File: config.mk
export PLATFORM = sky130hd
export DESIGN_NAME = pipe_hazard_ctrl
export DESIGN_NICKNAME = d
export VERILOG_FILES = /design/src/rtl/pipe_hazard_ctrl.sv
export SDC_FILE = /design/constraint.sdc
export NUM_CORES = 1
export LEC_CHECK = 0
export BUFFER_PORTS_ARGS = -buffer_cell sky130_fd_sc_hd__buf_4
export CAP_MARGIN = 30
export CELL_PAD_IN_SITES_DETAIL_PLACEMENT = 2
export CELL_PAD_IN_SITES_GLOBAL_PLACEMENT = 2
export CORE_MARGIN = 4
export CORE_UTILIZATION = 21
export CTS_BUF_LIST = sky130_fd_sc_hd__clkbuf_2
export CTS_CLUSTER_DIAMETER = 200
export DETAILED_ROUTE_END_ITERATION = 12
export PLACE_DENSITY = 0.9
export SYNTH_ARGS = -nofsm -noshare
export SYNTH_HDL_FRONTEND = slang
export SYNTH_SLANG_ARGS = --single-unit
File: constraint.sdc
create_clock -name CLK -period 2.7 [get_ports CLK]
set_input_delay 0.54 -clock CLK [delete_from_list [all_inputs] [get_ports CLK]]
set_output_delay 0.54 -clock CLK [all_outputs]
set_load 0.02 [all_outputs]
File: src/rtl/pipe_hazard_ctrl.sv
// Hazard controller for the 5-stage MIPS pipeline: forwarding selects, load-use/branch
// stalls, and a RUN/WAIT FSM that holds the pipeline while a multi-cycle memory access sits in M.
module pipe_hazard_ctrl #(
  parameter int MEM_LAT = 3,
  parameter int CW      = 4
) (
  input  logic       CLK,
  input  logic       RST,
  input  logic [4:0] RsD,
  input  logic [4:0] RtD,
  input  logic [4:0] RsE,
  input  logic [4:0] RtE,
  input  logic [4:0] RtDE,
  input  logic [4:0] RtDM,
  input  logic [4:0] RtDW,
  input  logic       RFWEE,
  input  logic       RFWEM,
  input  logic       RFWEW,
  input  logic       MtoRFSelE,
  input  logic       MtoRFSelM,
  input  logic       MemAccM,
  input  logic       BranchD,
  input  logic       PCSrcD,
  output logic       StallF,
  output logic       StallD,
  output logic       StallE,
  output logic       StallM,
  output logic       FlushD,
  output logic       FlushE,
  output logic       BubbleW,
  output logic       ForwardAD,
  output logic       ForwardBD,
  output logic [1:0] ForwardAE,
  output logic [1:0] ForwardBE,
  output logic       MemBusy
);

  typedef enum logic {S_RUN, S_WAIT} state_t;

  localparam logic [CW-1:0] CNT_INIT = (MEM_LAT > 1) ? CW'(MEM_LAT - 2) : '0;

  state_t        state, state_nxt;
  logic [CW-1:0] cnt, cnt_nxt;
  logic          memstall, lwstall, brstall, hz;

  // Register $0 is hard-wired, so a zero source never depends on an older instruction.
  function automatic logic match(input logic [4:0] src, input logic [4:0] dst);
    return (src != 5'd0) && (src == dst);
  endfunction

  always_ff @(posedge CLK) begin
    if (RST) begin
      state <= S_RUN;
      cnt   <= '0;
    end else begin
      state <= state_nxt;
      cnt   <= cnt_nxt;
    end
  end

  always_comb begin
    state_nxt = state;
    cnt_nxt   = cnt;
    memstall  = 1'b0;
    case (state)
      S_RUN: begin
        if (MemAccM && (MEM_LAT > 1)) begin
          memstall  = 1'b1;
          state_nxt = S_WAIT;
          cnt_nxt   = CNT_INIT;
        end
      end
      S_WAIT: begin
        if (cnt != '0) begin
          memstall = 1'b1;
          cnt_nxt  = cnt - CW'(1);
        end else begin
          state_nxt = S_RUN;
        end
      end
      default: state_nxt = S_RUN;
    endcase
    if (RST) memstall = 1'b0;
  end

  always_comb begin
    ForwardAE = 2'b00;
    ForwardBE = 2'b00;
    if (match(RsE, RtDM) && RFWEM)      ForwardAE = 2'b10;
    else if (match(RsE, RtDW) && RFWEW) ForwardAE = 2'b01;
    if (match(RtE, RtDM) && RFWEM)      ForwardBE = 2'b10;
    else if (match(RtE, RtDW) && RFWEW) ForwardBE = 2'b01;
    ForwardAD = match(RsD, RtDM) && RFWEM;
    ForwardBD = match(RtD, RtDM) && RFWEM;
  end

  assign lwstall = MtoRFSelE && RFWEE && (match(RsD, RtDE) || match(RtD, RtDE));
  assign brstall = BranchD &&
                   ((RFWEE && (match(RsD, RtDE) || match(RtD, RtDE))) ||
                    (MtoRFSelM && (match(RsD, RtDM) || match(RtD, RtDM))));
  assign hz      = lwstall || brstall;
  assign MemBusy = (state == S_WAIT);

  // A memory wait freezes every stage, so it overrides the bubble insertion of lw/branch stalls.
  always_comb begin
    StallF  = 1'b0;
    StallD  = 1'b0;
    StallE  = 1'b0;
    StallM  = 1'b0;
    FlushD  = 1'b0;
    FlushE  = 1'b0;
    BubbleW = 1'b0;
    if (!RST) begin
      if (memstall) begin
        StallF  = 1'b1;
        StallD  = 1'b1;
        StallE  = 1'b1;
        StallM  = 1'b1;
        BubbleW = 1'b1;
      end else begin
        StallF = hz;
        StallD = hz;
        FlushE = hz;
        FlushD = PCSrcD && !hz;
      end
    end
  end

endmodule

=== After elaboration in Yosys (flattened, before gate mapping) ===
Index checks and enable logic that the tools add are counted.

* $add $sub $neg: 1
* Div/mod/pow operators: 0
* Bitwise operators: 1
* Multiplexer cells: 19
* Shift operators: 0
* Multiply operators: 0
* Order comparisons: 0
* Reductions and logical operators: 31
* Eq/ne operators: 10

{| class="wikitable"
|+ Operators by type and width
! kind !! number
|-
| $eq 5x5->1 || 8
|-
| $logic_and 1x1->1 || 20
|-
| $reduce_bool 5->1 || 4
|-
| $mux 1 || 13
|-
| $mux 4 || 2
|-
| $pmux 4 s2 || 1
|-
| $logic_or 1x1->1 || 4
|-
| $mux 2 || 2
|-
| $reduce_bool 4->1 || 1
|-
| $sub 4x1->4 const B || 1
|-
| $ne 2x1->1 const B || 1
|-
| $ne 2x2->1 const B || 1
|-
| $pmux 1 s2 || 1
|-
| $reduce_and 2->1 || 1
|-
| $logic_not 1->1 || 1
|-
| $not 1->1 || 1
|}

* Flip-flop bits (word level): 5
* Memory bits (read-only): 0
* Logic and storage cells: 64
* Bits in writable memories: 0
* Output and inout bits: 14
* Memories: 0
* Bits in latches: 0

=== Depth between registers and ports, before layout ===
* Depth in word-level cells: 11
* Depth in mapped cells: 7
* Depth with buffers taken out: 7

=== Worst setup path before layout ===
Ideal clock, no wire load.

* Path type: input-to-output
* From: input port RtDM[2]
* To: output port StallF
* Path slack: 0.046 ns
* Required time: 2.160 ns
* Stages: 7
* Arrival time: 2.114 ns
* Path through: clkbuf_1 -> xnor2_1 -> nand3_1 -> nor4_1 -> o211ai_2 -> a31oi_1 -> buf_4

* Word-level cells in the longest chain between the ends: 9
* Elaborated cells on any way between the ends: 11
* Classes of those cells: 2 x eq/ne; 2 x mux; 7 x reduce/logical

{| class="wikitable"
|+ Ends and longest elaborated chain
! item !! line !! text
|-
| start, declared || 14 || <nowiki>input logic [4:0] RtDM,</nowiki>
|-
| $eq 5x5->1 || 48 || <nowiki>return (src != 5'd0) && (src == dst);</nowiki>
|-
| $logic_and 1x1->1 || 48 ||
|-
| $logic_or 1x1->1 (*) || 100 || <nowiki>(MtoRFSelM && (match(RsD, RtDM) || match(RtD, RtDM))));</nowiki>
|-
| $logic_and 1x1->1 (*) || 100 ||
|-
| $logic_or 1x1->1 (*) || 99 || <nowiki>((RFWEE && (match(RsD, RtDE) || match(RtD, RtDE))) ||</nowiki>
|-
| $logic_and 1x1->1 (*) || 98 || <nowiki>assign brstall = BranchD &&</nowiki>
|-
| $logic_or 1x1->1 (*) || 101 || <nowiki>assign hz = lwstall || brstall;</nowiki>
|-
| $mux 1 (*) (2 in series) || - ||
|-
| end, declared || 24 || <nowiki>output logic StallF,</nowiki>
|}

Every way passes the cells marked *; elsewhere a longest branch is shown, timed or not.

=== Final worst setup path ===
* From: input port RtD[1]
* To: output port StallD

* Word-level cells in the longest chain between the ends: 9
* Elaborated cells on any way between the ends: 15
* Classes of those cells: 2 x eq/ne; 2 x mux; 11 x reduce/logical

{| class="wikitable"
|+ Ends and longest elaborated chain
! item !! line !! text
|-
| start, declared || 10 || <nowiki>input logic [4:0] RtD,</nowiki>
|-
| $eq 5x5->1 / $reduce_bool 5->1 (equally long branches) || 48 ||
|-
| $logic_and 1x1->1 || 48 ||
|-
| $logic_or 1x1->1 (on tied branches) || 97, 99, 100 ||
|-
| $logic_and 1x1->1 (on tied branches) || 99, 100 ||
|-
| $logic_or 1x1->1 || 99 ||
|-
| $logic_and 1x1->1 || 98 ||
|-
| $logic_or 1x1->1 (*) || 101 ||
|-
| $mux 1 (*) || 114 || <nowiki>if (memstall) begin</nowiki>
|-
| $mux 1 (*) || 113 || <nowiki>if (!RST) begin</nowiki>
|-
| end, declared || 25 || <nowiki>output logic StallD,</nowiki>
|}

Marked as above.

==> flow_summary_export.csv <==
group,metric,value,unit
outcome,status,"finished, final reports clean",
yosys,synth.area.mux_share,0,%
floorplan,die_h,70.99,um
cts,cts_tree,"done",
cts,htree_levels,1,
setup_path,crit_path_end_kind,"primary output",
sta,finalClockSkew,5.493,ps
sta,fmax,390.8,MHz
global_route,grt_max_degree,8,
global_route,grt_usage,14.90,%
global_route,grt_overflow,0,
placed_design,dp_slack,140.9,ps
setup_path,arrival,2020,ps
floorplan,dieWidth,70.99,um
power,powerDensity,281.3,nW/um2
sta,finalCritPeriodShare,94.77,%
power,clockPowerShare,20.0,%
sta,drv_slew,0,
yosys,synth_xor_area_share,43.09,%
global_route,grt_pass1_wl,5982,um
cts,cts_resized,0,
setup_path,cpMostUsedCell,"buf_4",
worst_hold_path,hold_class,"flop to flop",
final_layout,area_growth,58.71,%
setup_path,rr_worst_depth,6,
route,dr.pass1.iters,3,
yosys,synth.avg_cell_area,7.716,um2
power,p_comb_share,57.5,%
setup_path,timing.rr.start,"cnt[0]",
power,power_switching,0.0001459,W
route,antenna_left,0,
sta,fin_ws,141.1,ps
floorplan,initial_utilization,22.26,%
yosys,synth_cells,108,
setup_path,crit_buf_inv,2,
power,irDropWorstVdd,0.0001476,V
yosys,synth_warnings,0,
flow_run,maxCapViolations,0,
cts,postCtsSetupRepairBufs,0,
yosys,synth_top_area_cell,"xnor2_1",
sta,finalHoldViolations,0,
setup_path,path_cells,"buf_4 > or4_1 > nor2_1 > nor4_1 > o221ai_2 > a31oi_1 > buf_4",
final_layout,diodes,0,
setup_path,crit_path_top_delay_cell,"or4_1",
route,via_count,1012,
cts,clock_latency,230,ps
floorplan,core.rowCount,22,
yosys,synth_enable_flop_cells,0,
route,drt_iter0_drc,23,
yosys,async_reset_ff_share,0,%
final_layout,drive_above_1_share,39.76,%
setup_path,crit_family,"simple AND/OR/NAND/NOR gates",
sta,min_period,2559,ps
route,drc,0,
global_route,antenna_found_initial,0,
yosys,synth_fp_nets,155,
yosys,synth_top_area_share,29.43,%
cts,root_buffer,"clkbuf_2",
final_layout,nNetsFinal,214,
sta,tns,0,ps
route,vias_per_cell,4.729,
route,wl,3841,um
global_route,busiest_layer,"met2",
yosys,synthTopCellsByCount,"xnor2_1, xor2_1, nor2_1",
cts,clk_path_buf_depth,2,
setup_path,rrSetupSlack,1020,ps
sta,setup_viol,0,
yosys,ys_types,25,
cts,cts-hold-fix-buffers,0,
setup_path,slowest_delay,510,ps
global_route,grt_pass1_vias,1202,
power,swShare,39.21,%
sta,maxSlewHeadroom,64.88,%
cts,clock_sinks,5,
floorplan,core_area,3744,um2
yosys,synth-simple-area-share,29.13,%
worst_hold_path,hold_end,"cnt[3]",
floorplan,ios,59,
yosys,synth_top_family_by_area,"XOR/XNOR gates",
placed_design,gp_congestion,0.8877,
yosys,ys.flop_type,"dfxtp_1",
power,power.internal,0.0002262,W
setup_path,cp_max_fo,3,
route,wl_per_cell,17.95,um
worst_hold_path,min_from,"cnt[3]",
global_route,grtUsageMet2,29.76,%
setup_path,r2r-end,"cnt[3]",
yosys,synthMostInstantiatedCell,"xnor2_1",
placed_design,numPortBuffers,58,
global_route,met3_usage,2.131,%
cts,numCtsBuffers,3,
sta,rsz0062_at_grt,"no",
yosys,yosys-top-cells-area,"xnor2_1, xor2_1, dfxtp_1",
setup_path,critical_path_class,"input pin to primary output",
power,p_total,0.0003721,W
yosys,ys_seq_elements,5,
sta,tightest_slew,522.0,ps
power,p_leak,0.5689,nW
power,pwr-share-seq,22.5,%
setup_path,required,2160,ps
global_route,grtUsageMet1,17.06,%
worst_hold_path,whs_path_depth,1,
yosys,syn_area,833.3,um2
setup_path,startpoint_type,"input pin",
placed_design,dpl.hpwl,3488,um
floorplan,dieArea,5040,um2
yosys,synth_fa_ha_area_share,3.003,%
yosys,ys_seq_area_share,12.01,%
cts,clkTransAtPathRegs,60,ps
yosys,synth_compound_area_share,8.709,%
[cell type report]
| cell class | instances | area [um2] |
|---|---|---|
| Inverter | 2 | 7.507 |
| Tap cell | 48 | 60.06 |
| Timing Repair Buffer | 58 | 435.4 |
| Sequential cell | 5 | 100.1 |
| Multi-Input combinational cell | 97 | 699.4 |
| Clock buffer | 4 | 20.02 |
| Fill cell | 465 | 2421 |
[worst reg2reg max path, cell delays in order, from the launching register on]
cell	delay (ps)
dfxtp_1	310
inv_1	120
ha_1	160
or3b_2	500
a21oi_2	280
nor2_1	110
a21oi_1	140
[power groups by stage]
stage / Clock (W) / Combinational, W / Sequential, W
finish: 0.0000744 / 0.000214 / 0.0000837
global route: 0.0000839 / 0.000233 / 0.0000841
global placement: 0 / 0.000204 / 0.0000853
floorplan: 0 / 0.000105 / 0.0000857
detailed placement: 0 / 0.000216 / 0.0000854
CTS: 0.0000786 / 0.000217 / 0.0000837
[placed cells by master, fill, tap and decap left out]
cell type and n:
inv_1 2, dfxtp_1 5, nor2b_1 1, nand3_1 5
or3b_2 1, ha_1 2, a211oi_1 1, clkbuf_2 4
nor2_1 11, a21oi_2 1, and3_1 3, nand4_1 4
nor3_1 2, or4_1 4, and2_1 2, nand2_1 4
o211ai_2 1, o21bai_1 1, a21oi_1 3, nor4_1 8
a31oi_1 1, xor2_1 13, o221ai_2 1, xnor2_1 28
buf_4 58
[how the worst max path moves through the flow]
stage,start,depth (start not counted),to
detailed placement,RtDM[0],7,StallD
global placement,RtDM[2],7,StallD
floorplan,RtDM[2],7,StallF
CTS,RtDM[0],7,StallD
finish,RtD[1],7,StallD
global route,RtDM[0],7,StallD
[metrics by stage]
stage               util [%]  area (um2)  hold WS, ps  cells
finish                 35.33        1323        462.2    214
floorplan                  -       833.3        419.7    108
global route           35.33        1323        491.8    214
CTS                    35.33        1323        462.1    214
detailed placement     34.79        1303        452.0    210
global placement       34.79        1303        436.3    210
[per-layer routing]
metal  vias to the layer above  wire length, um
li1                        494                -
met1                       502             1577
met2                        16             2181
met3                         0               82
met4                         0                0
met5                         -                0
[state kept, by name, summed over array words and instances (netlist names)]
register  flops
MemBusy       1
cnt           4
[logic make-up (layout without fill, tap and decap cells)]
family / after synthesis / after routing
xor+xnor: 41 / 41
fa+ha+maj: 2 / 2
flops: 5 / 5
simple gates: 45 / 45
compound gates: 9 / 9
buf+inv: 6 / 64
Note: power is estimated with default switching activity, not from simulation.
